**src/rtl/uart_pkg.sv**
```systemverilog
// Shared UART definitions: frame state names (common with the receiver),
// default line/clock rates and the bit-period helper.
package uart_pkg;

   typedef enum logic [2:0] {
      IDLE,
      START,
      DATA,
      PARITY,
      STOP
   } uart_state_e;

   localparam int DEFAULT_BAUD_RATE = 115200;
   localparam int DEFAULT_CLK_RATE  = 25000000;

   // Whole clk cycles per line bit; the remainder is dropped, not accumulated.
   function automatic int clk_per_bit(input int clk_rate, input int baud_rate);
      return clk_rate / baud_rate;
   endfunction

endpackage

```
**src/rtl/uart_baud_tick.sv**
```systemverilog
// Bit-period timer: while enabled, pulses tick for one cycle every
// CLK_PER_BIT cycles; held at zero while disabled.
module uart_baud_tick #(
   parameter int CLK_PER_BIT = 10
) (
   input  logic clk,
   input  logic reset,
   input  logic en,
   output logic tick
);

   localparam int CW = (CLK_PER_BIT > 1) ? $clog2(CLK_PER_BIT) : 1;
   localparam logic [CW-1:0] LAST = CW'(CLK_PER_BIT - 1);

   logic [CW-1:0] cnt_q;
   logic [CW-1:0] cnt_d;

   assign tick = en && (cnt_q == LAST);

   always_comb begin
      if (!en || tick) begin
         cnt_d = '0;
      end else begin
         cnt_d = cnt_q + CW'(1);
      end
   end

   // NOTE: sequential state uses non-blocking assignments only, so every flop
   // samples the pre-edge value regardless of block ordering.
   always_ff @(posedge clk) begin
      if (reset) begin
         cnt_q <= '0;
      end else begin
         cnt_q <= cnt_d;
      end
   end

endmodule

```
**src/rtl/uart_tx.sv**
```systemverilog
// UART transmitter: valid/ready word in, LSB-first start/data/stop frame out
// on an idle-high line. Define UART_TX_PARITY_EN to insert a parity bit.
module uart_tx
   import uart_pkg::*;
#(
   parameter int BAUD_RATE  = DEFAULT_BAUD_RATE,
   parameter int DATA_BITS  = 8,
   parameter int STOP_BITS  = 1,
   parameter int CLK_RATE   = DEFAULT_CLK_RATE,
   parameter int PARITY_ODD = 0
) (
   input  logic                 clk,
   input  logic                 reset,
   input  logic                 tx_valid,
   input  logic [DATA_BITS-1:0] tx_data,
   output logic                 tx_ready,
   output logic                 tx_busy,
   output logic                 tx
);

   localparam int CLK_PER_BIT = clk_per_bit(CLK_RATE, BAUD_RATE);
   localparam int BW          = $clog2(DATA_BITS + 1);
   localparam logic [BW-1:0] DATA_LAST = BW'(DATA_BITS - 1);
   localparam logic [BW-1:0] STOP_LAST = BW'(STOP_BITS - 1);

   if (DATA_BITS < 5 || DATA_BITS > 9) begin : g_bad_data_bits
      $error("uart_tx: DATA_BITS must be 5..9");
   end
   if (STOP_BITS < 1 || STOP_BITS > 2) begin : g_bad_stop_bits
      $error("uart_tx: STOP_BITS must be 1 or 2");
   end
   if (PARITY_ODD < 0 || PARITY_ODD > 1) begin : g_bad_parity_odd
      $error("uart_tx: PARITY_ODD must be 0 or 1");
   end
   if (CLK_PER_BIT < 1) begin : g_bad_rate
      $error("uart_tx: CLK_RATE must be at least BAUD_RATE");
   end

   uart_state_e          state_q, state_d;
   logic [BW-1:0]        bit_cnt_q, bit_cnt_d;
   logic [DATA_BITS-1:0] shift_q, shift_d;
   logic                 tx_q, tx_d;
   logic                 tx_ready_q, tx_ready_d;
   logic                 tx_busy_q, tx_busy_d;
   logic                 tick;
`ifdef UART_TX_PARITY_EN
   logic                 parity_q, parity_d;
`endif

   uart_baud_tick #(
      .CLK_PER_BIT(CLK_PER_BIT)
   ) u_baud_tick (
      .clk  (clk),
      .reset(reset),
      .en   (state_q != IDLE),
      .tick (tick)
   );

   // tx_d is the line level for the state being entered, so tx stays registered.
   always_comb begin
      // NOTE: every signal gets a default first; a path that leaves one
      // unassigned would infer a latch.
      state_d   = state_q;
      bit_cnt_d = bit_cnt_q;
      shift_d   = shift_q;
      tx_d      = tx_q;
`ifdef UART_TX_PARITY_EN
      parity_d  = parity_q;
`endif
      unique case (state_q)
         IDLE: begin
            tx_d = 1'b1;
            if (tx_valid && tx_ready_q) begin
               shift_d   = tx_data;
               bit_cnt_d = '0;
               state_d   = START;
               tx_d      = 1'b0;
`ifdef UART_TX_PARITY_EN
               parity_d  = (^tx_data) ^ 1'(PARITY_ODD);
`endif
            end
         end
         START: begin
            if (tick) begin
               state_d = DATA;
               tx_d    = shift_q[0];
            end
         end
         DATA: begin
            if (tick) begin
               if (bit_cnt_q == DATA_LAST) begin
                  bit_cnt_d = '0;
`ifdef UART_TX_PARITY_EN
                  state_d   = PARITY;
                  tx_d      = parity_q;
`else
                  state_d   = STOP;
                  tx_d      = 1'b1;
`endif
               end else begin
                  bit_cnt_d = bit_cnt_q + BW'(1);
                  shift_d   = shift_q >> 1;
                  tx_d      = shift_q[1];
               end
            end
         end
`ifdef UART_TX_PARITY_EN
         PARITY: begin
            if (tick) begin
               state_d = STOP;
               tx_d    = 1'b1;
            end
         end
`endif
         STOP: begin
            tx_d = 1'b1;
            if (tick) begin
               if (bit_cnt_q == STOP_LAST) begin
                  bit_cnt_d = '0;
                  state_d   = IDLE;
               end else begin
                  bit_cnt_d = bit_cnt_q + BW'(1);
               end
            end
         end
         default: begin
            state_d = IDLE;
            tx_d    = 1'b1;
         end
      endcase
      tx_ready_d = (state_d == IDLE);
      tx_busy_d  = (state_d != IDLE);
   end

   always_ff @(posedge clk) begin
      if (reset) begin
         state_q    <= IDLE;
         bit_cnt_q  <= '0;
         tx_q       <= 1'b1;
         tx_ready_q <= 1'b1;
         tx_busy_q  <= 1'b0;
      end else begin
         state_q    <= state_d;
         bit_cnt_q  <= bit_cnt_d;
         tx_q       <= tx_d;
         tx_ready_q <= tx_ready_d;
         tx_busy_q  <= tx_busy_d;
      end
      // NOTE: the word register is pure datapath, loaded before it is ever
      // read, so it is deliberately left out of reset.
      shift_q <= shift_d;
`ifdef UART_TX_PARITY_EN
      parity_q <= parity_d;
`endif
   end

   assign tx       = tx_q;
   assign tx_ready = tx_ready_q;
   assign tx_busy  = tx_busy_q;

endmodule
```
**config.mk**
```make
export PLATFORM = sky130hd
export DESIGN_NAME = uart_tx
export DESIGN_NICKNAME = d
export VERILOG_FILES = /design/src/rtl/uart_pkg.sv /design/src/rtl/uart_baud_tick.sv /design/src/rtl/uart_tx.sv
export SDC_FILE = /design/constraint.sdc
export NUM_CORES = 1
export LEC_CHECK = 0
export ABC_AREA = 1
export CAP_MARGIN = 20
export CORE_MARGIN = 2
export CORE_UTILIZATION = 50
export CTS_CLUSTER_SIZE = 14
export DETAILED_ROUTE_END_ITERATION = 6
export PLACE_DENSITY = 0.74
export SETUP_SLACK_MARGIN = 0.15
export SLEW_MARGIN = 40
export SYNTH_ARGS = -nofsm -noshare
export SYNTH_HDL_FRONTEND = slang
export SYNTH_SLANG_ARGS = --single-unit
export TNS_END_PERCENT = 1
```
**constraint.sdc**
```tcl
create_clock -name clk -period 1.6 [get_ports clk]
set_input_delay 0.32 -clock clk [delete_from_list [all_inputs] [get_ports clk]]
set_output_delay 0.32 -clock clk [all_outputs]
set_load 0.05 [all_outputs]
```
==> run metrics <==
residual DRC count 0; PD cells ~850 nW/um^2; prevailing post-synth register cell dfxtp_1; commonest cells after routing, fill and taps aside nand2_1, inv_1, nor2_1, buf_4; Std-Cell Rows 19; via count 1199; x dimension of the die about 56 um; effective utilization at floorplan between 50% and 60%; Final Critical Period approximately 1.5 ns; DP HPWL 2.04 mm; per-cell via count in the routed design approximately 5; clock skew 0.00157 ns; average size of a mapped cell ~7.6 um^2; endpoint arrival time on the critical path ~1.5 ns; number of pins with negative max-slew slack in the final report 0; final critical-path share of the clock period between 90% and 100%; routed len/inst 11.4 um; total overflow reported by the global router 0; count of mapped cells out of synthesis 182; router iterations before antenna repair 4; placer congestion estimate just under 0.9; Crit path largest cell delay 0.38 ns; initial antenna violation count 0; kind of start point of the critical path flop; area occupied by multi-input gates between 700 and 800 um^2; async set-or-reset flop fraction in the synthesized netlist 0%; P_leak 0.760 nW; number of maximum-capacitance violations 0; global router's overall resource usage between 10% and 20%; number of violations reported at the end of detailed-routing iteration 0 31; TritonCTS Sinks 26; count of nets left with antenna violations after detail routing 0; fraction of layout instances using a drive strength above 1 between 20% and 30%; number of distinct standard cells referenced by the synthesized netlist 28; run status complete, no violations; post-CTS clock slew at the launch and capture registers of the worst setup and hold paths 0.15 ns; combined area of all synthesized cells between 1000 and 1500 um^2; Top Family by Delay on Critical Path flip-flops; number of I/O port buffers 13; design area 1710 um^2; sort of element at the end of the critical path flop; I/O Pins 14; category of the most critical setup path flop to flop; register bit total from synthesis 26; worst-case setup slack after placement -0.0367 ns; filler cell count between 200 and 250; number of flops mapped to enable cells by yosys 8; unrepaired setup endpoints after global routing yes; Post-Synthesis Net Count approximately 200; worst IR drop on VDD 649 uV; most common library cell in the layout ignoring fill and taps nand2_1; Buffers & Inverters on Critical Path 1; Max Clk Rate 0.681 GHz; CP max-delay cell dfxtp_4; Clock Root Buffer clkbuf_4; largest net degree at the start of global routing 16; placeable core region around 2700 um^2; Die Outline Area about 3200 um^2; # diodes 0; clock latency reported for the late side of the worst-skew pair 0.33 ns; area taken by flip-flops and latches roughly 600 um^2; global-route wire length before repair about 4.7 mm; number of H-tree levels 1; sequential area share after synthesis 43.7%; Worst Tran Pin Value between 0.3 and 0.4 ns; PnR worst setup slack 0.131 ns; final wirelength around 2.7 mm; CTS tree yes; TritonCTS buffer count 3; Area after DPL roughly 1600 um^2; final hold violations 0; Sum Neg Setup Slack 0 ns; synth-to-layout area growth 24.2%; hold slack 0.526 ns; largest fanout on the critical path 8; setup-violating endpoint count in the final report 0; nets@finish approximately 220; cts-stage hold buffer count 0; number of warnings reported in the yosys synthesis log 0; worst-case headroom to the max-slew limit between 70% and 80%; Vert. Die Dim about 56 um; data required time at the worst endpoint between 1.5 and 2 ns; Longest Clk Path Bufs 2; number of global-route vias before repair 1175; kind of path behind the tightest hold check flop to flop; crit path cell chain ha_2, nand2_1, nor2_1, inv_1, nand2_2, a21oi_4
[cells in the mapped netlist, types with 3 or more instances]
| library cell | n | share of area (%) |
|---|---|---|
| ha_1 | 4 | 3.6 |
| inv_1 | 21 | 5.7 |
| nor2_1 | 17 | 4.6 |
| dfxtp_1 | 18 | 26 |
| o21ai_0 | 3 | 1.1 |
| a21oi_1 | 7 | 2.5 |
| nand3_1 | 12 | 4.4 |
| nand4_1 | 3 | 1.4 |
| inv_2 | 4 | 1.1 |
| edfxtp_1 | 8 | 17 |
| nand2_1 | 59 | 16 |
| nand2_2 | 4 | 1.8 |
[report_power, final]
| group | leakage (nW) | internal [mW] | switching [mW] | total [mW] |
|---|---|---|---|---|
| registers | 0.226 | 0.729 | 0.0247 | 0.754 |
| logic | 0.505 | 0.0973 | 0.140 | 0.238 |
| clock network | 0.0279 | 0.254 | 0.211 | 0.465 |
| total | 0.760 | 1.08 | 0.376 | 1.46 |
[registers in the layout, summed over array words and instances (netlist names)]
signal             count
tx_ready               1
tx_busy                1
u_baud_tick.cnt_q      8
state_q                3
bit_cnt_q              4
tx                     1
shift_q                8
[worst min-delay path, delay by kind of cell, from the launching register on]
| kind | cells | cell delay [ns] |
|---|---|---|
| flip-flops | 1 | 0.35 |
| AND/OR/NAND/NOR | 2 | 0.15 |
[cell families (layout without fill, tap and decap cells)]
kind of cell / after synthesis / after routing / share of synthesized area (%)
AOI/OAI and AO/OA: 12 / 12 / 4.55
xor gates and xnor gates: 1 / 1 / 0.637
adders and majority gates: 4 / 4 / 3.64
buffers and inverters: 28 / 54 / 8.10
DFF: 26 / 26 / 43.7
and+or+nand+nor: 111 / 111 / 39.4
[layout make-up]
| cell class | count | area share [%] |
|---|---|---|
| Clock inverter | 1 | 1.76 |
| Multi-Input combinational cell | 128 | 41.1 |
| Inverter | 27 | 6.08 |
| Sequential cell | 26 | 35.9 |
| Tap cell | 31 | 2.27 |
| Timing Repair Buffer | 23 | 11.6 |
| Clock buffer | 3 | 1.32 |
[final timing paths]
path                                    from         end  slack, ns  depth (start not counted)
worst min-delay path                      tx          tx       0.53                          2
worst max register to register  bit_cnt_q[1]  shift_q[0]       0.13                          6
worst min register to register            tx          tx       0.53                          2
worst max-delay path            bit_cnt_q[1]  shift_q[0]       0.13                          6
[metrics by stage]
stage          utilization (%)  total power, mW  std cells
6_report                  63.6             1.46        239
3_3_place_gp              59.3            0.988        229
3_5_place_dp              59.3            0.997        229
4_1_cts                   63.4             1.46        239
5_1_grt                   63.6             1.52        239
2_1_floorplan                -            0.919        182
[layer usage]
metal  routed length, um  vias to the layer above  part of all wire, %  GRT usage (%)
met5                   0                        -                    0              0
li1                    -                      624                    -              -
met3                  51                        7                  1.9           2.07
met1                1170                      551                   43           20.3
met2                1430                       17                   53           35.2
met4                  57                        0                  2.1           8.16
[timing repair]
action | 4_1_cts | 5_1_grt
setup buffers | 6 | 0
pin swaps | 5 | 1
endpoints found under the setup margin | 10 | 14
gates resized for setup | 5 | 2
Power figures use the tool's default switching activity.
==> variant, RTL diff (same flow settings) <==
The package constant `DEFAULT_CLK_RATE` goes from 25000000 to 50000000.
--- a/src/rtl/uart_pkg.sv
+++ b/src/rtl/uart_pkg.sv
@@ -11,7 +11,7 @@
    } uart_state_e;
 
    localparam int DEFAULT_BAUD_RATE = 115200;
-   localparam int DEFAULT_CLK_RATE  = 25000000;
+   localparam int DEFAULT_CLK_RATE  = 50000000;
 
    // Whole clk cycles per line bit; the remainder is dropped, not accumulated.
    function automatic int clk_per_bit(input int clk_rate, input int baud_rate);
Behaviour: no difference found for any inputs over 10 cycles, from zero or initial values and one cycle with reset high; that may be too few to reach the edited logic, so the function may still have changed.
==> variant against the unedited design <==
Sequential cell count grew 1. Die area grew 2.7%. Area after synthesis grew 2.9%. Design area grew 1.5%. Total power shrank 9.6%. Wire length shrank 4.7%. Largest power group unchanged. Critical path depth grew 2. Clock skew grew 0.0027 ns. Worst setup slack gained 0.028 ns.
==> variant: results (changes against the unedited design) <==
| Metric | Value |
|---|---|
| Fill cells | 241 (+7.1%) |
| Non-clock inverters | 26 (-3.7%) |
| Vias | 1216 (+1.4%) |
| Clock Power | 302 uW (-35%) |
| Layout cells sized above 1 | 24.53% (about the same) |
| Commonest cells post-synth | nand2_1, inv_1, dfxtp_1 |
| Met1 Routed Length | 1181 um (+0.68%) |
| DPL Wire Length | 1958 um (-4.2%) |
| Yosys reg bits | 27 (+3.8%) |
| Area after DPL | 0.001649 mm2 (+3.5%) |
| Met2 WL | 1305 um (-8.9%) |
| First-pass GRT wire length | 4491 um (-3.9%) |
| Switching Share | 27.79% (+1.9 points) |
| Multi-input logic area | 733.2 um2 (+4.5%) |
| Non-CTS buffers | 24 (+4.3%) |
| Pin count of the biggest net entering global routing | 17 (+1) |
| Gp weighted congestion | 0.9179 (+3.8%) |
| Routed WL per cell | 10.65 um (-6.2%) |
| Fraction of area in registers | 36.25% (+0.35 points) |
| Routed length on met3 | 48 um (-5.9%) |
| Clock network area share | 1.733% (-1.3 points) |
| Drt pass-1 iters | 6 (+2) |
| Main area contributors after synthesis | dfxtp_1, edfxtp_1, nand2_1, inv_1, nand3_1 |
| NonClk Buf Share | 11.84% (+0.27 points) |
| Grt met2 use | 30.54% (-4.7 points) |
| Worst Max-Slew Pin Slew | 0.3318 ns (+0.02148 ns) |
| Status | complete, no violations |
| CP arrival | 1.47 ns (-0.03 ns) |
| Mapped Nets | 201 (+2.0%) |
| Multi-input gates | 131 (+2.3%) |
| Synth cell types | 24 (-14%) |
| Setup WS pre-CTS | -0.03963 ns (-0.002888 ns) |
| Clock skew | 0.004309 ns (+0.002740 ns) |
| Post-CTS setup buffers | 3 (-3) |
| Nets@finish | 228 (+1.8%) |
| Leakage | 0.7758 nW (+2.1%) |
| Peak supply drop | 0.5737 mV (-12%) |
| Placed cells | 236 (+3.1%) |
| Critical Path Slowest Stage Cell | dfxtp_2 |
| Met3 GRT Util | 2.494% (+0.42 points) |
| Cells after synthesis | 186 (+2.2%) |
-- variant: worst paths after layout --
path | cells past startpoint | to | from | slack (ns)
worst max-delay path | 8 | shift_q[7] | u_baud_tick.cnt_q[1] | 0.16
worst min-delay path | 1 | u_baud_tick.cnt_q[0] | u_baud_tick.cnt_q[0] | 0.47
worst min register to register | 1 | u_baud_tick.cnt_q[0] | u_baud_tick.cnt_q[0] | 0.47
worst max register to register | 8 | shift_q[7] | u_baud_tick.cnt_q[1] | 0.16
-- variant: critical path: cells and delay by family (launching register included) --
kind | cells | cell delay [ns]
simple gates | 5 | 0.37
flops | 1 | 0.35
compound gates | 1 | 0.25
fa+ha+maj | 1 | 0.12
buf+inv | 1 | 0.06
-- variant: cells by family after synthesis --
logic type               after synthesis  synth area share (%)
adder cells (fa/ha/maj)                4                 3.537
XOR/XNOR                               3                 1.857
flip-flops                            27                 43.85
AND/OR/NAND/NOR                      112                 38.02
buffers and inverters                 28                 8.488
AO/OA/AOI/OAI                         12                 4.243
